`src/rtl/sophon_pkg.sv`:
```
// Shared definitions for the instruction fetch bridge: FSM state encoding
// and timeout counter width.
package sophon_pkg;

   localparam int TMO_CNT_W = 8;

   typedef enum logic [2:0] {
      ST_IDLE  = 3'd0,
      ST_HIT   = 3'd1,
      ST_REQ   = 3'd2,
      ST_WAIT  = 3'd3,
      ST_ACK   = 3'd4,
      ST_DRAIN = 3'd5
   } fetch_state_e;

endpackage

```
`src/rtl/inst_pos_fetch_bridge.sv`:
```
// Instruction fetch bridge: turns level fetch requests into single bus reads,
// with a one-entry fetch buffer and a per-fetch timeout.
module inst_pos_fetch_bridge
   import sophon_pkg::*;
#(
   parameter int TIMEOUT_CYCLES = 255,
   parameter bit BUF_EN         = 1'b1
) (
   input  logic         clk_i,
   input  logic         rst_ni,
   input  logic         inst_pos_req_i,
   input  logic [31:0]  inst_pos_addr_i,
   output logic         inst_pos_ack_o,
   output logic [31:0]  inst_pos_data_o,
   output logic         inst_pos_error_o,
   input  logic         flush_i,
   output logic         bus_req_o,
   output logic [31:0]  bus_addr_o,
   input  logic         bus_gnt_i,
   input  logic         bus_rvalid_i,
   input  logic [31:0]  bus_rdata_i,
   input  logic         bus_err_i,
   output fetch_state_e dbg_state_o
);

   // Handshakes: upstream holds req as a level and gets exactly one ack pulse
   // per accepted fetch (none if req is withdrawn before the response). The bus
   // side holds req/addr stable until gnt, then expects one rvalid per grant;
   // bus_err_i is only meaningful while bus_rvalid_i is high.

   // The acceptance cycle counts toward the budget, so the error ack appears
   // TIMEOUT_CYCLES cycles after acceptance; the counter lags by two.
   localparam logic [TMO_CNT_W-1:0] TMO_LIMIT = TMO_CNT_W'(TIMEOUT_CYCLES - 2);

   fetch_state_e           state_q, state_d;
   logic [29:0]            addr_q, addr_d;
   logic [TMO_CNT_W-1:0]   cnt_q, cnt_d, cnt_inc;
   logic                   ack_q, ack_d;
   logic [31:0]            data_q, data_d;
   logic                   err_q, err_d;
   logic                   breq_q, breq_d;
   logic [31:0]            baddr_q, baddr_d;
   logic                   buf_valid_q;
   logic [29:0]            buf_tag_q;
   logic [31:0]            buf_data_q;
   logic                   buf_wr;
   logic                   buf_hit;
   logic                   tmo;
   logic                   addr_lsb_unused;

   assign addr_lsb_unused = ^inst_pos_addr_i[1:0];

   assign buf_hit = BUF_EN && buf_valid_q && (buf_tag_q == inst_pos_addr_i[31:2]);
   assign cnt_inc = (cnt_q == '1) ? cnt_q : cnt_q + 8'd1;
   assign tmo     = (cnt_q >= TMO_LIMIT);

   always_comb begin
      state_d = state_q;
      addr_d  = addr_q;
      cnt_d   = cnt_q;
      ack_d   = 1'b0;
      data_d  = data_q;
      err_d   = err_q;
      breq_d  = breq_q;
      baddr_d = baddr_q;
      buf_wr  = 1'b0;
      unique case (state_q)
         ST_IDLE: begin
            if (inst_pos_req_i) begin
               addr_d = inst_pos_addr_i[31:2];
               cnt_d  = '0;
               if (buf_hit) begin
                  state_d = ST_HIT;
                  ack_d   = 1'b1;
                  data_d  = buf_data_q;
                  err_d   = 1'b0;
               end else begin
                  state_d = ST_REQ;
                  breq_d  = 1'b1;
                  baddr_d = {inst_pos_addr_i[31:2], 2'b00};
               end
            end
         end
         ST_HIT, ST_ACK: state_d = ST_IDLE;
         ST_REQ: begin
            cnt_d = cnt_inc;
            if (bus_gnt_i) begin
               breq_d  = 1'b0;
               state_d = ST_WAIT;
            end else if (tmo) begin
               breq_d  = 1'b0;
               ack_d   = 1'b1;
               data_d  = '0;
               err_d   = 1'b1;
               state_d = ST_ACK;
            end
         end
         ST_WAIT: begin
            cnt_d = cnt_inc;
            // A response arriving on the timeout cycle still completes normally.
            if (bus_rvalid_i) begin
               buf_wr = !bus_err_i;
               if (inst_pos_req_i) begin
                  ack_d   = 1'b1;
                  data_d  = bus_err_i ? '0 : bus_rdata_i;
                  err_d   = bus_err_i;
                  state_d = ST_ACK;
               end else begin
                  state_d = ST_IDLE;
               end
            end else if (tmo) begin
               ack_d   = 1'b1;
               data_d  = '0;
               err_d   = 1'b1;
               state_d = ST_DRAIN;
            end
         end
         ST_DRAIN: begin
            if (bus_rvalid_i) state_d = ST_IDLE;
         end
         default: state_d = ST_IDLE;
      endcase
   end

   always_ff @(posedge clk_i or negedge rst_ni) begin
      if (!rst_ni) begin
         state_q <= ST_IDLE;
         addr_q  <= '0;
         cnt_q   <= '0;
         ack_q   <= 1'b0;
         data_q  <= '0;
         err_q   <= 1'b0;
         breq_q  <= 1'b0;
         baddr_q <= '0;
      end else begin
         state_q <= state_d;
         addr_q  <= addr_d;
         cnt_q   <= cnt_d;
         ack_q   <= ack_d;
         data_q  <= data_d;
         err_q   <= err_d;
         breq_q  <= breq_d;
         baddr_q <= baddr_d;
      end
   end

   // Flush takes priority over a same-cycle fill.
   always_ff @(posedge clk_i or negedge rst_ni) begin
      if (!rst_ni) begin
         buf_valid_q <= 1'b0;
         buf_tag_q   <= '0;
         buf_data_q  <= '0;
      end else begin
         if (buf_wr) begin
            buf_tag_q  <= addr_q;
            buf_data_q <= bus_rdata_i;
         end
         if (flush_i)     buf_valid_q <= 1'b0;
         else if (buf_wr) buf_valid_q <= 1'b1;
      end
   end

   assign inst_pos_ack_o   = ack_q;
   assign inst_pos_data_o  = data_q;
   assign inst_pos_error_o = err_q;
   assign bus_req_o        = breq_q;
   assign bus_addr_o       = baddr_q;
   assign dbg_state_o      = state_q;

endmodule

```
`config.mk`:
```
export PLATFORM = sky130hd
export DESIGN_NAME = inst_pos_fetch_bridge
export DESIGN_NICKNAME = d
export VERILOG_FILES = /design/src/rtl/sophon_pkg.sv /design/src/rtl/inst_pos_fetch_bridge.sv
export SDC_FILE = /design/constraint.sdc
export NUM_CORES = 1
export LEC_CHECK = 0
export ABC_CLOCK_PERIOD_IN_PS = 2600
export BUFFER_PORTS_ARGS = -buffer_cell sky130_fd_sc_hd__buf_2
export CORE_MARGIN = 2
export CORE_UTILIZATION = 40
export DETAILED_ROUTE_END_ITERATION = 6
export GPL_TIMING_DRIVEN = 0
export HOLD_SLACK_MARGIN = 0.1
export RECOVER_POWER = 25
export SYNTH_ARGS = -nofsm -noshare
export SYNTH_HDL_FRONTEND = slang
export SYNTH_SLANG_ARGS = --single-unit
export TNS_END_PERCENT = 5
```
`constraint.sdc`:
```
create_clock -name clk_i -period 2.6 [get_ports clk_i]
set_input_delay 0.52 -clock clk_i [delete_from_list [all_inputs] [get_ports clk_i]]
set_output_delay 0.52 -clock clk_i [all_outputs]
set_load 0.01 [all_outputs]
```
**Word-level counts from Yosys, hierarchy flattened**

Index checks and enable logic that the tools add are counted.

- Register bits after elaboration: 169
- Word-level logic and storage cells: 85

- Add/sub/neg operators: 1
- Magnitude comparators: 1
- Equal/unequal tests: 14
- Muxes and demuxes: 43
- Bitwise logic cells: 1
- Reduce and logical (&&, ||, !) cells: 14

Operator list:

| operator | count |
|---|---|
| $mux W32 | 7 |
| $pmux W32 S3 | 1 |
| $eq A30 B30 Y1 | 1 |
| $mux W3 | 7 |
| $mux W1 | 20 |
| $mux W8 | 2 |
| $pmux W8 S2 | 1 |
| $ne A2 B2 Y1 const B | 6 |
| $pmux W3 S4 | 1 |
| $ne A3 B3 Y1 const B | 3 |
| $add A8 B1 Y8 const B | 1 |
| $eq A8 B8 Y1 const B | 1 |
| $ge A8 B8 Y1 const B | 1 |
| $reduce_and A4 Y1 | 2 |
| $eq A3 B2 Y1 const B | 2 |
| $pmux W1 S3 | 2 |
| $reduce_and A3 Y1 | 2 |
| $reduce_bool A2 Y1 | 3 |
| $reduce_and A5 Y1 | 1 |
| $eq A3 B3 Y1 const B | 1 |
| $logic_not A3 Y1 | 1 |
| $reduce_bool A3 Y1 | 1 |
| $mux W2 | 1 |
| $pmux W1 S2 | 1 |
| 5 further kinds | 5 |

**Longest topological paths before layout**

Gate-level depths: netlist of run 1.

- Word-level depth: 5
- Mapped depth: 9
- Mapped depth without buffers: 8

**Worst setup path after synthesis of run 1**

No wires, ideal clock.

- Path type: input-to-reg
- From: input inst_pos_addr_i[16]
- To: register baddr_q[10] (netlist: bus_addr_o[10])
- Arrival time: 1949 ps
- Required time: 2475 ps
- Setup slack: 526 ps
- Cell stages on the path: 7
- Buffers on the path: 1
- Path through: xnor2_1 nand4_1 or4_4 nor2_4 nor2b_2 buf_6 mux2_4

- Word-level cells in the longest chain between the ends: 4

RTL lines:

| element | line | text |
|---|---|---|
| from (decl) | inst_pos_fetch_bridge.sv:12 | `input logic [31:0] inst_pos_addr_i,` |
| $eq A30 B30 Y1 | inst_pos_fetch_bridge.sv:53 | `assign buf_hit = BUF_EN && buf_valid_q && (buf_tag_q == inst_pos_addr_i[31:2]);` |
| $logic_and A1 B1 Y1 | inst_pos_fetch_bridge.sv:53 |  |
| $not A1 Y1 (no source line) | - |  |
| $reduce_and A3 Y1 (no source line) | - |  |
| to (signal assigned) | inst_pos_fetch_bridge.sv:143 | `baddr_q <= baddr_d;` |
| to (decl) | inst_pos_fetch_bridge.sv:42 | `logic [31:0] baddr_q, baddr_d;` |

Every way passes these cells.
A chain may end at the register's enable or synchronous reset.

**Final worst setup path of run 1**

- From: register state_q[0] (netlist: dbg_state_o[0])
- To: register buf_tag_q[22]

- Word-level cells in the longest chain between the ends: 2

RTL lines:

| element | line | text |
|---|---|---|
| from (decl) | inst_pos_fetch_bridge.sv:35 | `fetch_state_e state_q, state_d;` |
| from (signal assigned) | inst_pos_fetch_bridge.sv:136 | `state_q <= state_d;` |
| $eq A3 B2 Y1 | inst_pos_fetch_bridge.sv:67 | `unique case (state_q)` |
| $mux W1 | inst_pos_fetch_bridge.sv:67 |  |
| to (signal assigned) | inst_pos_fetch_bridge.sv:155 | `buf_tag_q <= addr_q;` |
| to (decl) | inst_pos_fetch_bridge.sv:44 | `logic [29:0] buf_tag_q;` |

Every way passes these cells.

==> out/qor.txt, run 1 <==
Site row count -> 49
Total of max-cap violations -> 0
First-pass GRT wire length -> 27.2 mm
Final setup vio count -> 0
Die W -> 138 um
1st-iter DRT viols -> 224
CTS tree -> yes
Vias in the first global route -> 5074
Die Y-Extent -> 138 um
Worst hold slack -> 0.263 ns
Register area -> 4230 um^2
Synth Warn # -> 0
Filler cells -> 1623
Largest net degree at the start of global routing -> 124
H-tree depth -> 4
Hold Crit Class -> input port to flop
Prevailing post-synth register cell -> dfrtp_1
Grt ovf -> 0
Crit-path max FO -> 10
Tcrit/Tclk final -> 0.931
Area of the multi-input gates -> 2800 um^2
Worst VDD drop -> 0.529 mV
# DRC -> 0
Share of cells above drive strength 1 -> 0.385
GPL Wtd Cong -> 0.788
Vias per inst -> 5.24
Initial antenna violation count -> 1
Max clock buf depth -> 2
Worst-margin pin slew -> 1.22 ns
Max Clk Rate -> 413 MHz
Mapped cell area -> 7210 um^2
Fin Clk Skew -> 0.00805 ns
#FFs+latches synth -> 169
Slew headroom -> 0.188
RSZ-0062 raised after global routing -> no
Area of the die -> 19100 um^2
Post-synth ARST share -> 1.00
Arr. time, crit path -> 2.72 ns
Post-synth EDFFs -> 0
PwrDens -> 1230 nW/um^2
Total wire length -> 16.3 mm
Hpwl dp -> 11.3 mm
Crit path required time -> 2.90 ns
Syn_area_per_cell -> 14.2 um^2
Hold violation total from the final report -> 0
IO Pins -> 141
Starting Density -> 0.404
CTS sink cnt -> 169
Minimum clock period -> 2.42 ns
CTS buffer count -> 17
Net count, final -> 741
Status -> complete, no violations
CTS root buf -> clkbuf_16
Clock latency on the worst-skew pair -> 0.42 ns
Antenna-violating nets left -> 0
DR vias -> 4765
Layout area overhead -> 21.7%
Crit Path Class -> flop to flop
Core Area -> 17800 um^2
First-pass DRT Iterations -> 4
Leak -> 3.86 nW
Worst setup SP type -> flop
Synth Instances -> 509
I/O Buffers -> 136
Sequential-to-total area share from yosys stat -> 0.587
Pwr Total -> 10.8 mW
GRT Overall Usage -> 0.178
Avg WL per Cell -> 17.9 um
Post-CTS setup buffer count -> 0
Clk slew on worst S/H paths -> 0.06 ns
CP Capture Type -> flop
Max-slew violation count -> 0
Synth cell types -> 41
==> routing by layer <==
| metal | vias up | part of all wire | wire length (um) | GRT usage |
|---|---|---|---|---|
| li1 | 2166 | - | - | - |
| met1 | 2492 | 0.45 | 7360 | 0.239 |
| met2 | 87 | 0.50 | 8170 | 0.292 |
| met3 | 20 | 0.028 | 464 | 0.0346 |
| met4 | 0 | 0.018 | 289 | 0.0623 |
| met5 | - | 0 | 0 | 0 |
==> path summary, 6_finish.rpt <==
check	startpoint	endpoint	slack (ns)	cells past startpoint
min in group asynchronous	rst_ni	bus_addr_o[25]$_DFFE_PN0P_	0.89	2
hold / removal	flush_i	buf_valid_q$_DFFE_PN0P_	0.26	2
max in group asynchronous	rst_ni	dbg_state_o[2]$_DFFE_PN0P_	0.50	3
setup / recovery	dbg_state_o[0]$_DFFE_PN0P_	buf_tag_q[22]$_DFFE_PN0P_	0.18	6
hold reg to reg	inst_pos_data_o[10]$_DFFE_PN0P_	inst_pos_data_o[10]$_DFFE_PN0P_	0.49	1
setup reg to reg	dbg_state_o[0]$_DFFE_PN0P_	buf_tag_q[22]$_DFFE_PN0P_	0.18	6
==> worst max-delay path: stages, from the launching register on <==
cell and delay, ns:
dfrtp_1 0.39, clkbuf_1 0.33, nand2_1 0.14, nor3_2 0.35
buf_2 0.36, buf_2 0.35, mux2_2 0.38
==> where the power goes <==
part | internal (mW) | total [mW] | switching [mW]
logic | 1.92 | 3.61 | 1.69
registers | 3.92 | 4.65 | 0.726
clock network | 1.55 | 2.57 | 1.02
==> Yosys cell counts, types with 2 or more instances <==
| library cell | number | area (um^2) |
|---|---|---|
| dfrtp_1 | 169 | 4230 |
| mux2_2 | 93 | 1050 |
| a22oi_1 | 32 | 240 |
| o2bb2ai_1 | 32 | 280 |
| mux2_4 | 29 | 435 |
| xor2_1 | 19 | 166 |
| nor2_1 | 18 | 67.6 |
| xnor2_1 | 17 | 149 |
| buf_2 | 13 | 65.1 |
| clkbuf_1 | 9 | 33.8 |
| nand4_1 | 8 | 50.1 |
| inv_1 | 7 | 26.3 |
| nand2_1 | 7 | 26.3 |
| o21ai_0 | 7 | 35.0 |
| nor3_1 | 5 | 25.0 |
| a21oi_1 | 4 | 20.0 |
| buf_1 | 4 | 15.0 |
| buf_6 | 3 | 33.8 |
| ha_1 | 3 | 37.5 |
| nand2b_1 | 3 | 18.8 |
| nand3_1 | 3 | 15.0 |
| nor4_1 | 3 | 18.8 |
| a32oi_1 | 2 | 17.5 |
| buf_4 | 2 | 15.0 |
==> final cells by class <==
| cell class | instances | area share |
|---|---|---|
| Buffer | 31 | 0.0188 |
| Clock inverter | 9 | 0.0130 |
| Clock buffer | 23 | 0.0568 |
| Inverter | 7 | 0.00300 |
| Multi-Input combinational cell | 303 | 0.319 |
| Antenna cell | 1 | 0.000285 |
| Tap cell | 229 | 0.0327 |
| Sequential cell | 169 | 0.482 |
| Timing Repair Buffer | 138 | 0.0743 |
==> state kept, by name (all words and copies together), names as in the netlist <==
name,flops
buf_data_q,32
dbg_state_o,3
buf_valid_q,1
inst_pos_data_o,32
bus_addr_o,30
inst_pos_error_o,1
addr_q,30
cnt_q,8
buf_tag_q,30
bus_req_o,1
inst_pos_ack_o,1
==> repair_timing <==
action / 4_1_cts / 5_1_grt
gates resized for setup: 0 / 6
hold buffers: 1 / 0
hold endpoints to repair: 46 / 0
endpoints found under the setup margin: 0 / 9
==> cells by family (layout without fill, tap and decap cells) <==
family,after synthesis,after routing,synth area share
buffers and inverters,38,208,0.0262
other,1,3,0.000520
adder cells (fa/ha/maj),3,3,0.00521
AO/OA/AOI/OAI,84,84,0.0901
flip-flops,169,169,0.587
multiplexers,123,123,0.207
AND/OR/NAND/NOR,55,55,0.0406
XOR/XNOR,36,36,0.0437
==> cells in the final DEF (no fill, tap or decap), types with 2 or more instances in the layout <==
cell type and n:
mux2_4 29, nand4_1 8, clkbuf_16 17, nand2b_1 3
inv_1 7, buf_1 5, a32oi_1 2, nand3_1 3
clkinv_2 2, conb_1 2, o2bb2ai_1 32, buf_6 3
clkbuf_1 60, a21oi_1 3, xor2_1 19, o21ai_0 7
clkbuf_8 5, dfrtp_1 169, xnor2_1 17, bufinv_16 2
ha_1 3, buf_4 2, nor4_1 3, mux2_2 93
nor2_1 18, clkinv_4 5, nor3_1 5, nand2_1 7
buf_2 95, clkbuf_2 3, a22oi_1 32
==> per-stage QoR <==
step / cell area (um^2) / TNS, ns / std cells / utilization / worst slack, ns
global placement: 8180 / -251.31 / 875 / 0.459 / -1.51
detailed placement: 8220 / 0 / 876 / 0.461 / 0.0407
global route: 8770 / 0 / 910 / 0.492 / 0.000959
finish: 8770 / 0 / 910 / 0.492 / 0.180
floorplan: 7210 / 0 / 510 / - / 0.526
CTS: 8840 / 0 / 909 / 0.495 / 0.140
Note: power is estimated with default switching activity, not from simulation.
==> run 2, diff against run 1 <==
CORE_UTILIZATION = 55   (was 40)
PLACE_DENSITY_LB_ADDON = 0.08   (was default)
==> run 2 against run 1 <==
Power up 0.34%. Worst setup slack better by 0.0090 ns. Final cell count is 6.4% lower. Die area shrank 27%. Critical path depth rose by 1. Final area shrank 0.80%. Clock power rose by 2%. Core utilization grew 19 points. Wire length shrank 5.3%. Non-clock buffer count unchanged. Global-route usage increased by 5.4 points. Critical path type unchanged. Largest cell class unchanged.
==> out/qor.txt, run 2 (synthesis gave the netlist of run 1 again) <==
Fin Clk Skew -> 0.00672 ns
Net count, final -> 741
Worst VDD drop -> 0.677 mV
Max Clk Rate -> 415 MHz
Largest net degree at the start of global routing -> 123
CP Capture Type -> flop
CTS buffer count -> 17
NetSw -> 3.39 mW
Place WS -> 0.0839 ns
I/O Buffers -> 136
Max-slew violation count -> 0
Clock latency on the worst-skew pair -> 0.42 ns
Leak -> 3.86 nW
Minimum clock period -> 2.41 ns
IO Pins -> 141
Layout area overhead -> 20.7%
Vias per inst -> 5.54
CTS tree -> yes
Grt ovf -> 0
Filler cells -> 1006
Die Y-Extent -> 118 um
Slew headroom -> 0.180
Avg WL per Cell -> 18.1 um
Pwr Total -> 10.9 mW
RR Startpoint -> dbg_state_o[0]$_DFFE_PN0P_
Sw frac -> 0.312
Diodes inserted -> 0
Status -> complete, no violations
Clock group share of total power -> 0.241
Final setup vio count -> 0
Combinational share of power -> 0.331
Max clock buf depth -> 2
Most frequent cells in the layout -> dfrtp_1 (169), buf_2 (94), mux2_2 (93), clkbuf_1 (65)
Crit path required time -> 2.93 ns
DR vias -> 4721
CP Launch Point -> dbg_state_o[0]$_DFFE_PN0P_
Most common cell after layout, fill and taps aside -> dfrtp_1
Arr. time, crit path -> 2.74 ns
Sequential Power Share -> 0.428
Crit-path max FO -> 10
Antenna-violating nets left -> 0
Site row count -> 41
PwrDens -> 1250 nW/um^2
First-pass DRT Iterations -> 5
1st-iter DRT viols -> 287
Share of cells above drive strength 1 -> 0.379
Starting Density -> 0.567
Tcrit/Tclk final -> 0.927
Initial antenna violation count -> 0
Vias in the first global route -> 4888
Area of the die -> 14000 um^2
Crit Path Class -> flop to flop
# DRC -> 0
H-tree depth -> 4
First-pass GRT wire length -> 25.6 mm
Worst setup SP type -> flop
GPL Wtd Cong -> 0.830
Setup slack, reg-to-reg -> 0.19 ns
Total of max-cap violations -> 0
Total wire length -> 15.4 mm
Die W -> 118 um
PnR worst setup slack -> 0.189 ns
Clk slew on worst S/H paths -> 0.06 ns
Min-delay src -> flush_i
Hpwl dp -> 10.4 mm
Hold violation total from the final report -> 0
GRT Overall Usage -> 0.233
Hold Crit Class -> input port to flop
RSZ-0062 raised after global routing -> yes
Core Area -> 12700 um^2
Worst-margin pin slew -> 1.23 ns
Post-CTS setup buffer count -> 0
CTS root buf -> clkbuf_16
Internal power -> 7.47 mW
CTS sink cnt -> 169
==> run 2: layout make-up <==
class,count,area [um^2],share of cell area
Clock buffer,25,505,0.0581
Multi-Input combinational cell,303,2800,0.322
Timing Repair Buffer,138,651,0.0748
Sequential cell,169,4230,0.486
Inverter,7,26.3,0.00302
Tap cell,172,215,0.0247
Buffer,31,164,0.0188
Clock inverter,7,113,0.0129
==> run 2: worst paths after layout <==
kind / to / cells after the start
worst max-delay path: inst_pos_data_o[9]$_DFFE_PN0P_ / 7
worst min-delay path: buf_valid_q$_DFFE_PN0P_ / 2
worst max register to register: inst_pos_data_o[9]$_DFFE_PN0P_ / 7
worst min register to register: inst_pos_data_o[6]$_DFFE_PN0P_ / 1
max in group asynchronous: inst_pos_data_o[8]$_DFFE_PN0P_ / 3
min in group asynchronous: addr_q[11]$_DFFE_PN0P_ / 2
==> run 2: metal layers <==
layer | vias to the layer above | share of wire | global-route usage
met5 | - | 0 | 0
li1 | 2160 | - | -
met4 | 0 | 0.015 | 0.0655
met2 | 115 | 0.49 | 0.372
met1 | 2428 | 0.45 | 0.319
met3 | 18 | 0.046 | 0.0569
==> run 2: metrics by stage <==
step                TNS, ns  area, um^2  utilization  hold WS (ns)  cells
finish                    0        8700        0.684         0.256    852
global route        -0.0142        8700        0.684         0.255    852
CTS                       0        8770        0.690         0.237    852
detailed placement        0        8150        0.640         0.447    819
global placement    -239.36        8110        0.637         0.465    818
floorplan                 0        7210            -         0.224    510
==> run 2: repair_timing <==
item | CTS | global route
endpoints found under the setup margin | 0 | 30
gates resized for setup | 0 | 3
hold endpoints to repair | 47 | 0
hold buffers | 1 | 0
==> run 2: critical path: stages, from the launching register on <==
cell	delay [ns]
dfrtp_1	0.39
clkbuf_1	0.34
nand2_1	0.16
nor3_2	0.31
buf_2	0.33
clkbuf_1	0.44
a22oi_1	0.15
o2bb2ai_1	0.20
==> run 2: power by group through the flow <==
| stage | sequential (mW) | combinational [mW] | clock [mW] |
|---|---|---|---|
| 2_1_floorplan | 4.78 | 2.33 | 0 |
| 3_3_place_gp | 4.58 | 3.62 | 0 |
| 3_5_place_dp | 4.66 | 3.74 | 0 |
| 4_1_cts | 4.65 | 3.77 | 2.66 |
| 5_1_grt | 4.82 | 3.94 | 2.79 |
| 6_report | 4.65 | 3.60 | 2.61 |
==> run 3, diff against run 2 <==
ABC_AREA = 1   (was default)
CORE_UTILIZATION = 56   (was 55)
==> run 3 against run 2 <==
Die area up 8.1%. Sequential share of layout area is 3.6 points lower. Hold slack lost 0.025 ns. Via count rose by 53%. Sequential power decreased by 7.5%. Wire length up 36%. Sequential cell count stayed put. Register-to-register slack better by 0.02 ns. First-iteration DRC count rose by 150%. Maximum frequency up 0.84%. Synthesized cell count increased by 98%. Critical path depth grew 2.
==> out/qor.txt, run 3 <==
Total wire length -> 20.9 mm
CTS root buf -> clkbuf_16
Crit-path max FO -> 10
CP Capture Type -> flop
Mapped cell area -> 7960 um^2
Clk slew on worst S/H paths -> 0.06 ns
Max Clk Rate -> 418 MHz
RSZ-0062 raised after global routing -> no
Synth cell types -> 31
Sequential-to-total area share from yosys stat -> 0.532
Crit Path Class -> flop to flop
Mux cell area share after synthesis -> 0
Synth top area cells -> dfrtp_1 (53%), nand2_1 (17%), o21ai_0 (6.6%), inv_1 (5.4%), nand4_1 (3.0%)
Final core utilization -> 0.677
Core Area -> 13900 um^2
Synth Instances -> 1010
Most common cell after layout, fill and taps aside -> nand2_1
Max-slew violation count -> 0
Max clock buf depth -> 2
Total of max-cap violations -> 0
GRT Overall Usage -> 0.290
First-pass GRT wire length -> 33.7 mm
CTS sink cnt -> 169
Tcrit/Tclk final -> 0.920
Filler cells -> 1206
Vias in the first global route -> 6765
Largest net degree at the start of global routing -> 124
PwrDens -> 1200 nW/um^2
First-pass DRT Iterations -> 5
Worst VDD drop -> 0.798 mV
I/O Buffers -> 136
Antenna-violating nets left -> 0
Most frequent cells in the layout -> nand2_1 (353), dfrtp_1 (169), inv_1 (114), o21ai_0 (105), buf_2 (100)
1st-iter DRT viols -> 706
Status -> complete, no violations
Vias per inst -> 5.30
Avg WL per Cell -> 15.4 um
Post-Place Cells -> 1328
Hold violation total from the final report -> 0
IO Pins -> 141
Register area -> 4230 um^2
Slew headroom -> 0.168
Layout area overhead -> 18.2%
Synth Area in Adders -> 0.00472
Initial antenna violation count -> 1
PnR worst setup slack -> 0.209 ns
Met2 Usage GRT -> 0.472
Synth cell count leaders -> nand2_1 (353), dfrtp_1 (169), inv_1 (114)
Grt ovf -> 0
Post-synth EDFFs -> 0
Area of the multi-input gates -> 3010 um^2
Met3 Use GR -> 0.0590
Hpwl dp -> 14.7 mm
Xor/xnor cell area share of the yosys netlist -> 0.0121
H-tree depth -> 4
Site row count -> 43
Simple-gate share of the synthesized area -> 0.257
CTS tree -> yes
# DRC -> 0
Synth Warn # -> 0
Syn_area_per_cell -> 7.88 um^2
CTS buffer count -> 17
Arr. time, crit path -> 2.75 ns
DR vias -> 7212
Post-synthesis compound-gate area fraction -> 0.104
Worst setup SP type -> flop
Post-Layout Cell Count -> 1361
Place WS -> 0.279 ns
Post-CTS setup buffer count -> 0
Die Y-Extent -> 123 um
Synth top area share -> 0.532
Largest family of logic cells by synthesized area -> simple AND/OR/NAND/NOR gates
Minimum clock period -> 2.39 ns
Worst-margin pin slew -> 1.25 ns
Leak -> 4.91 nW
Area of the die -> 15200 um^2
Die W -> 123 um
Crit path required time -> 2.96 ns
GPL Wtd Cong -> 0.860
Grt met1 use -> 0.386
Clock latency on the worst-skew pair -> 0.43 ns
Fin Clk Skew -> 0.00966 ns
Prevailing post-synth register cell -> dfrtp_1
Starting Density -> 0.573
Most common cell in the netlist -> nand2_1
#FFs+latches synth -> 169
Hold Crit Class -> input port to flop
GRT Max-Usage Layer -> met2
Share of cells above drive strength 1 -> 0.130
Final setup vio count -> 0
Net count, final -> 1242
Post-synth top area cell -> dfrtp_1
Post-synth ARST share -> 1.00
## run 3: where the power goes
part / internal [mW] / switching, mW
Combinational: 1.53 / 3.00
Sequential: 3.69 / 0.610
Clock: 1.40 / 1.05
## run 3: layout make-up
| class | count | share of cell area |
|---|---|---|
| clock buffer | 22 | 0.0504 |
| clock inverter | 9 | 0.00985 |
| multi-input combinational | 666 | 0.320 |
| tap | 180 | 0.0240 |
| timing repair buffer | 138 | 0.0691 |
| sequential | 169 | 0.450 |
| antenna | 1 | 0.000266 |
| inverter | 122 | 0.0487 |
| buffer | 54 | 0.0279 |
## run 3: repair_timing
action	CTS	global route
hold buffers	1	0
gates resized for setup	0	0
hold endpoints to repair	46	0
## run 3: kinds of logic (layout without fill, tap and decap cells)
kind of cell               count (synthesis)  after routing
and+or+nand+nor                          492            492
adders and majority gates                  3              3
other                                      1              3
xor gates and xnor gates                  11             11
AOI/OAI and AO/OA                        158            158
DFF                                      169            169
buffers and inverters                    176            345
## run 3: critical path, stage by stage, from the launching register on
cell	delay (ns)
dfrtp_1	0.40
inv_1	0.13
ha_1	0.17
inv_1	0.04
o211ai_1	0.68
buf_2	0.36
nand3_1	0.11
a21oi_1	0.19
nand4_1	0.14
nand2_1	0.11
## run 3: per-stage QoR
step                      area [um^2]  TNS, ns  hold WS, ns  power, mW
final                            9400        0        0.231       11.3
after detailed placement         8900        0        0.446       8.90
after CTS                        9480        0        0.220       11.4
after floorplan                  7960        0        0.224       7.34
after global routing             9400        0        0.231       12.1
after global placement           8860  -275.54        0.461       8.76
## run 3: final timing paths
check,start,endpoint,slack [ns],cells after the start
setup / recovery,cnt_q[0]$_DFFE_PN0P_,inst_pos_data_o[4]$_DFFE_PN0P_,0.21,9
hold / removal,flush_i,buf_valid_q$_DFFE_PN0P_,0.23,2
setup reg to reg,cnt_q[0]$_DFFE_PN0P_,inst_pos_data_o[4]$_DFFE_PN0P_,0.21,9
hold reg to reg,buf_data_q[21]$_DFFE_PN0P_,buf_data_q[21]$_DFFE_PN0P_,0.48,2
max in group asynchronous,rst_ni,inst_pos_data_o[28]$_DFFE_PN0P_,0.51,3
min in group asynchronous,rst_ni,inst_pos_data_o[3]$_DFFE_PN0P_,0.90,2
## run 3: layer usage
metal,up-vias,share of wire
li1,3516,-
met1,3372,0.42
met2,281,0.48
met3,43,0.068
met4,0,0.027
met5,-,0
